===== config.mk =====
export PLATFORM = sky130hd
export DESIGN_NAME = prog_clk_divider_flat
export DESIGN_NICKNAME = d
export VERILOG_FILES = /design/src/rtl/prog_clk_divider_if.sv /design/src/rtl/prog_clk_divider.sv /design/src/flat_wrapper.sv
export SDC_FILE = /design/constraint.sdc
export NUM_CORES = 1
export LEC_CHECK = 0
export ABC_AREA = 1
export BUFFER_PORTS_ARGS = -buffer_cell sky130_fd_sc_hd__buf_2
export CAP_MARGIN = 0
export CORE_UTILIZATION = 45
export DETAILED_ROUTE_END_ITERATION = 12
export GPL_TIMING_DRIVEN = 0
export PLACE_DENSITY = 0.67
export REMOVE_ABC_BUFFERS = 1
export SLEW_MARGIN = 0
export SYNTH_ARGS = -nofsm -noshare
export SYNTH_HDL_FRONTEND = slang
export SYNTH_SLANG_ARGS = --single-unit

===== constraint.sdc =====
create_clock -name clk_in -period 1.74 [get_ports clk_in]
set_clock_uncertainty 0.1 [all_clocks]
set_input_delay 0.522 -clock clk_in [delete_from_list [all_inputs] [get_ports clk_in]]
set_output_delay 0.522 -clock clk_in [all_outputs]
set_load 0.005 [all_outputs]

===== src/rtl/prog_clk_divider_if.sv =====
// Control/status bundle for the programmable clock divider.
// The master side drives run enable and divisor loads; the slave side returns the clock and status.
interface prog_clk_divider_if #(
    parameter int unsigned DIV_W = 8
);
    logic             en;
    logic [DIV_W-1:0] div_val;
    logic             div_load;
    logic             clk_out;
    logic             tick;
    logic [DIV_W-1:0] div_active;
    logic             pending;
    logic             load_err;

    modport master (
        output en, div_val, div_load,
        input  clk_out, tick, div_active, pending, load_err
    );

    modport slave (
        input  en, div_val, div_load,
        output clk_out, tick, div_active, pending, load_err
    );
endinterface


===== src/rtl/prog_clk_divider.sv =====
// Runtime-programmable 50%-duty integer clock divider (N >= 2, even or odd).
// Divisor changes take effect only at output-period boundaries; en stops the clock cleanly.
module prog_clk_divider #(
    parameter int unsigned DIV_W       = 8,
    parameter int unsigned DIV_DEFAULT = 4
) (
    input logic               clk_in,
    input logic               rst_n,
    prog_clk_divider_if.slave bus_if
);
    localparam logic [DIV_W-1:0] DIV_RST = DIV_W'(DIV_DEFAULT);

    typedef enum logic {IDLE, RUN} state_t;

    state_t           state_q;
    logic [DIV_W-1:0] cnt_q;
    logic [DIV_W-1:0] cnt_d;
    logic [DIV_W-1:0] div_active_q;
    logic [DIV_W-1:0] pend_val_q;
    logic             pending_q;
    logic             hi_q;
    logic             neg_q;
    logic             tick_q;
    logic             load_err_q;
    logic             load_ok;
    logic             wrap;
    logic             fall;

    assign load_ok = bus_if.div_load && (bus_if.div_val >= DIV_W'(2));
    assign cnt_d   = cnt_q + 1'b1;
    assign wrap    = (cnt_q == div_active_q - 1'b1);
    // N>>1 is N/2 for even N and (N-1)/2 for odd N; odd N gets its extra half cycle from neg_q
    assign fall    = (cnt_d == (div_active_q >> 1));

    always_ff @(posedge clk_in or negedge rst_n) begin
        if (!rst_n) begin
            state_q      <= IDLE;
            cnt_q        <= '0;
            div_active_q <= DIV_RST;
            pend_val_q   <= '0;
            pending_q    <= 1'b0;
            hi_q         <= 1'b0;
            tick_q       <= 1'b0;
            load_err_q   <= 1'b0;
        end else begin
            tick_q     <= 1'b0;
            load_err_q <= bus_if.div_load && !load_ok;
            case (state_q)
                IDLE: begin
                    if (load_ok) begin
                        div_active_q <= bus_if.div_val;
                    end
                    if (bus_if.en) begin
                        state_q <= RUN;
                        cnt_q   <= '0;
                        hi_q    <= 1'b1;
                        tick_q  <= 1'b1;
                    end
                end
                RUN: begin
                    if (wrap) begin
                        cnt_q <= '0;
                        if (pending_q) begin
                            div_active_q <= pend_val_q;
                            pending_q    <= 1'b0;
                        end
                        if (bus_if.en) begin
                            hi_q   <= 1'b1;
                            tick_q <= 1'b1;
                        end else begin
                            state_q <= IDLE;
                        end
                    end else begin
                        cnt_q <= cnt_d;
                        if (fall) begin
                            hi_q <= 1'b0;
                        end
                    end
                    // A load on the boundary edge itself waits for the following boundary
                    if (load_ok) begin
                        pend_val_q <= bus_if.div_val;
                        pending_q  <= 1'b1;
                    end
                end
                default: state_q <= IDLE;
            endcase
        end
    end

    always_ff @(negedge clk_in or negedge rst_n) begin
        if (!rst_n) begin
            neg_q <= 1'b0;
        end else begin
            neg_q <= hi_q & div_active_q[0];
        end
    end

    assign bus_if.clk_out    = hi_q | neg_q;
    assign bus_if.tick       = tick_q;
    assign bus_if.div_active = div_active_q;
    assign bus_if.pending    = pending_q;
    assign bus_if.load_err   = load_err_q;
endmodule


===== src/flat_wrapper.sv =====
// flat-port wrapper written by rule: the top's interface ports become plain ports
module prog_clk_divider_flat 
#(
    parameter int unsigned DIV_W       = 8,
    parameter int unsigned DIV_DEFAULT = 4
)
  (clk_in, rst_n, bus_if_en, bus_if_div_val, bus_if_div_load, bus_if_clk_out, bus_if_tick, bus_if_div_active, bus_if_pending, bus_if_load_err);
  prog_clk_divider_if #(.DIV_W(DIV_W)) bus_if_i ();
  input logic clk_in;
  input logic rst_n;
  input wire logic [$bits(bus_if_i.en)-1:0] bus_if_en;
  input wire logic [$bits(bus_if_i.div_val)-1:0] bus_if_div_val;
  input wire logic [$bits(bus_if_i.div_load)-1:0] bus_if_div_load;
  output wire logic [$bits(bus_if_i.clk_out)-1:0] bus_if_clk_out;
  output wire logic [$bits(bus_if_i.tick)-1:0] bus_if_tick;
  output wire logic [$bits(bus_if_i.div_active)-1:0] bus_if_div_active;
  output wire logic [$bits(bus_if_i.pending)-1:0] bus_if_pending;
  output wire logic [$bits(bus_if_i.load_err)-1:0] bus_if_load_err;
  assign bus_if_i.en = bus_if_en;
  assign bus_if_i.div_val = bus_if_div_val;
  assign bus_if_i.div_load = bus_if_div_load;
  assign bus_if_clk_out = bus_if_i.clk_out;
  assign bus_if_tick = bus_if_i.tick;
  assign bus_if_div_active = bus_if_i.div_active;
  assign bus_if_pending = bus_if_i.pending;
  assign bus_if_load_err = bus_if_i.load_err;
  prog_clk_divider #(.DIV_W(DIV_W), .DIV_DEFAULT(DIV_DEFAULT)) u_core (.clk_in(clk_in), .rst_n(rst_n), .bus_if(bus_if_i));
endmodule

==> metrics <==
reg2reg end u_core.hi_q$_DFFE_PN0P_; # nets final 336; worst reg2reg startpoint u_core.bus_if.div_active[0]$_DFFE_PN0P_; critical path's slowest cell dfrtn_1; Avg WL per Cell 12.1 um; post-synthesis area per instance 6.92 um2; via count 1866; initial antenna violation count 0; Cell Area, Placed 0.00211 mm2; row cnt 23; FF-to-FF path depth 15; most common cell after layout, fill and taps aside nand2_1; H-tree depth 2; drt total wl 4530 um; Setup CP Type reg -> out; Clock Tree Buf Depth 2; GPL Wtd Cong 0.879; WP depth 2; core footprint 0.00414 mm2; largest net degree at the start of global routing 31; Layout area overhead 23.7%; setup ws final -0.705 ns; R2R setup slack -0.39 ns; Cell variety after synth 35; RSZ-0062 raised after global routing yes; I/O pin total 24; DRC viols 0; CTS tree yes; GRT Util Overall 0.217; Seq cells post-synth 30; Antenna Nets Post-Route 0; CP startpoint u_core.neg_q$_DFF_NN0_; Startpoint Class flip-flop; CP top delay family flip-flops; router iterations before antenna repair 4; DIE AREA 0.00471 mm2; Initial Utilization 0.482; worst-path maximum fanout 1; Crit path required time 1.12 ns; Worst Path Arrival 1.82 ns; DP Cell Count 356; Sink Count 30; worst stage delay on the critical path 0.33 ns; Worst VDD drop 0.776 mV; most frequent cells in the layout nand2_1, inv_1, dfrtp_1; Setup Viol. Count Final 30; Die Y 68.7 um; layout cells sized above 1 0.269; Synth Instances 289; Max-cap violations 0; status finished, violations left; Synth warnings 0; die width 68.7 um; Mapped Area 0.00200 mm2; clock-pin slew on the worst setup and hold paths 0.07 ns; sequential share of the synthesized area 0.376; Leak 1.28 nW; Post-synth EDFFs 0; Crit. End Element output port; drt first-iter violations 88; async set-reset flop share out of synthesis 1.00; IO buf count 23; vias per cell 5.00; gr ovfl total 0; slew margin rel. 0.508; Slew @ Worst Pin 0.738 ns; Buffers & Inverters on Critical Path 1; HP Class in -> async; TritonCTS Buffers 5; fillers 413; Clock Root Buffer clkbuf_8; power per cell area 1840 mW/mm2; Non-Filler Instances 373; first-pass GRT wire length 7490 um; Top FF cell, synth dfrtp_1; DP Wirelength 3300 um; Final Hold Fails 0; Final Cell Area 0.00247 mm2; Worst Setup EP bus_if_clk_out; vias in the first global route 1680; fin. max-slew vios 0; critical path, cell by cell or2_4, buf_6; clk_lat worst skew 0.28 ns; failing checks setup timing; Antenna Cells 0
## worst min path at each step
stage | startpoint | to | slack (ns) | depth (start not counted)
2_1_floorplan | rst_n | u_core.bus_if.div_active[0]$_DFFE_PN0P_ | 0.13 | 0
3_3_place_gp | u_core.hi_q$_DFFE_PN0P_ | u_core.hi_q$_DFFE_PN0P_ | 0.38 | 2
3_5_place_dp | u_core.pend_val_q[7]$_DFFE_PN0P_ | u_core.pend_val_q[7]$_DFFE_PN0P_ | 0.40 | 1
4_1_cts | rst_n | u_core.cnt_q[7]$_DFFE_PN0P_ | 0.19 | 1
5_1_grt | rst_n | u_core.cnt_q[7]$_DFFE_PN0P_ | 0.22 | 1
6_report | rst_n | u_core.cnt_q[7]$_DFFE_PN0P_ | 0.17 | 1
## Yosys cell counts, types with 2 or more instances
cell type	number	area, um2
o22ai_1	7	43.8
inv_2	5	18.8
inv_1	35	131
dfrtp_1	28	701
nand2_1	96	360
nand4_2	2	25.0
a21oi_1	2	10.0
ha_1	2	25.0
nand3_2	2	20.0
o21ai_0	15	75.1
nand2_2	4	25.0
or2_2	2	12.5
clkinv_1	2	7.51
nand3_1	26	130
o21ai_1	5	25.0
nor2_2	3	18.8
nor2_1	24	90.1
nand4_1	12	75.1
## final cells by class
type / count / area (um2) / share of cell area
flip-flops and latches: 30 / 754 / 0.305
repair buffers: 29 / 170 / 0.0688
clock inverters: 3 / 40.0 / 0.0162
well taps: 50 / 62.6 / 0.0253
clock buffers: 5 / 68.8 / 0.0278
inverters: 42 / 160 / 0.0648
multi-input cells: 214 / 1220 / 0.492
## per-stage QoR
stage	TNS [ns]	utilization	hold slack (ns)	power [mW]	setup slack, ns
after floorplan	-1.85	-	0.126	2.78	-0.320
after global placement	-12.30	0.510	0.384	3.26	-0.606
after detailed placement	-12.56	0.510	0.396	3.31	-0.589
after CTS	-9.94	0.540	0.187	4.04	-0.711
after global routing	-13.06	0.597	0.223	5.02	-0.731
final	-8.24	0.597	0.168	4.54	-0.705
## routing by layer
layer | part of all wire | routed length [um] | track usage
met5 | 0 | 0 | 0
met4 | 0.022 | 101 | 0.0990
met3 | 0.033 | 148 | 0.0378
met2 | 0.46 | 2100 | 0.342
met1 | 0.48 | 2180 | 0.290
## kinds of logic after synthesis
logic type,count (synthesis),synth area share
simple gates,177,0.402
buf+inv,48,0.111
flops,30,0.376
compound gates,29,0.0770
xor+xnor,2,0.0163
fa+ha+maj,2,0.0125
mux,1,0.00563
## flip-flops by register name, summed over array words and instances, names as in the netlist
name and cells:
u_core.cnt_q 8, u_core.neg_q 1, u_core.state_q 1, u_core.hi_q 1, u_core.pend_val_q 8, u_core.bus_if.tick 1
u_core.bus_if.div_active 8, u_core.bus_if.pending 1, u_core.bus_if.load_err 1
## where the power goes
group	internal, mW	switching [mW]	leakage, nW	total, mW
logic	1.04	1.49	0.866	2.54
clock network	0.421	0.260	0.0579	0.681
registers	0.958	0.366	0.357	1.32
## what timing repair did
item                                    CTS  global route
setup buffers                             0             6
pin swaps                                 0            13
hold buffers                              0             0
endpoints found under the setup margin   29            23
gates resized for setup                   4            38
gates cloned                              0             3
Power figures use the tool's default switching activity.
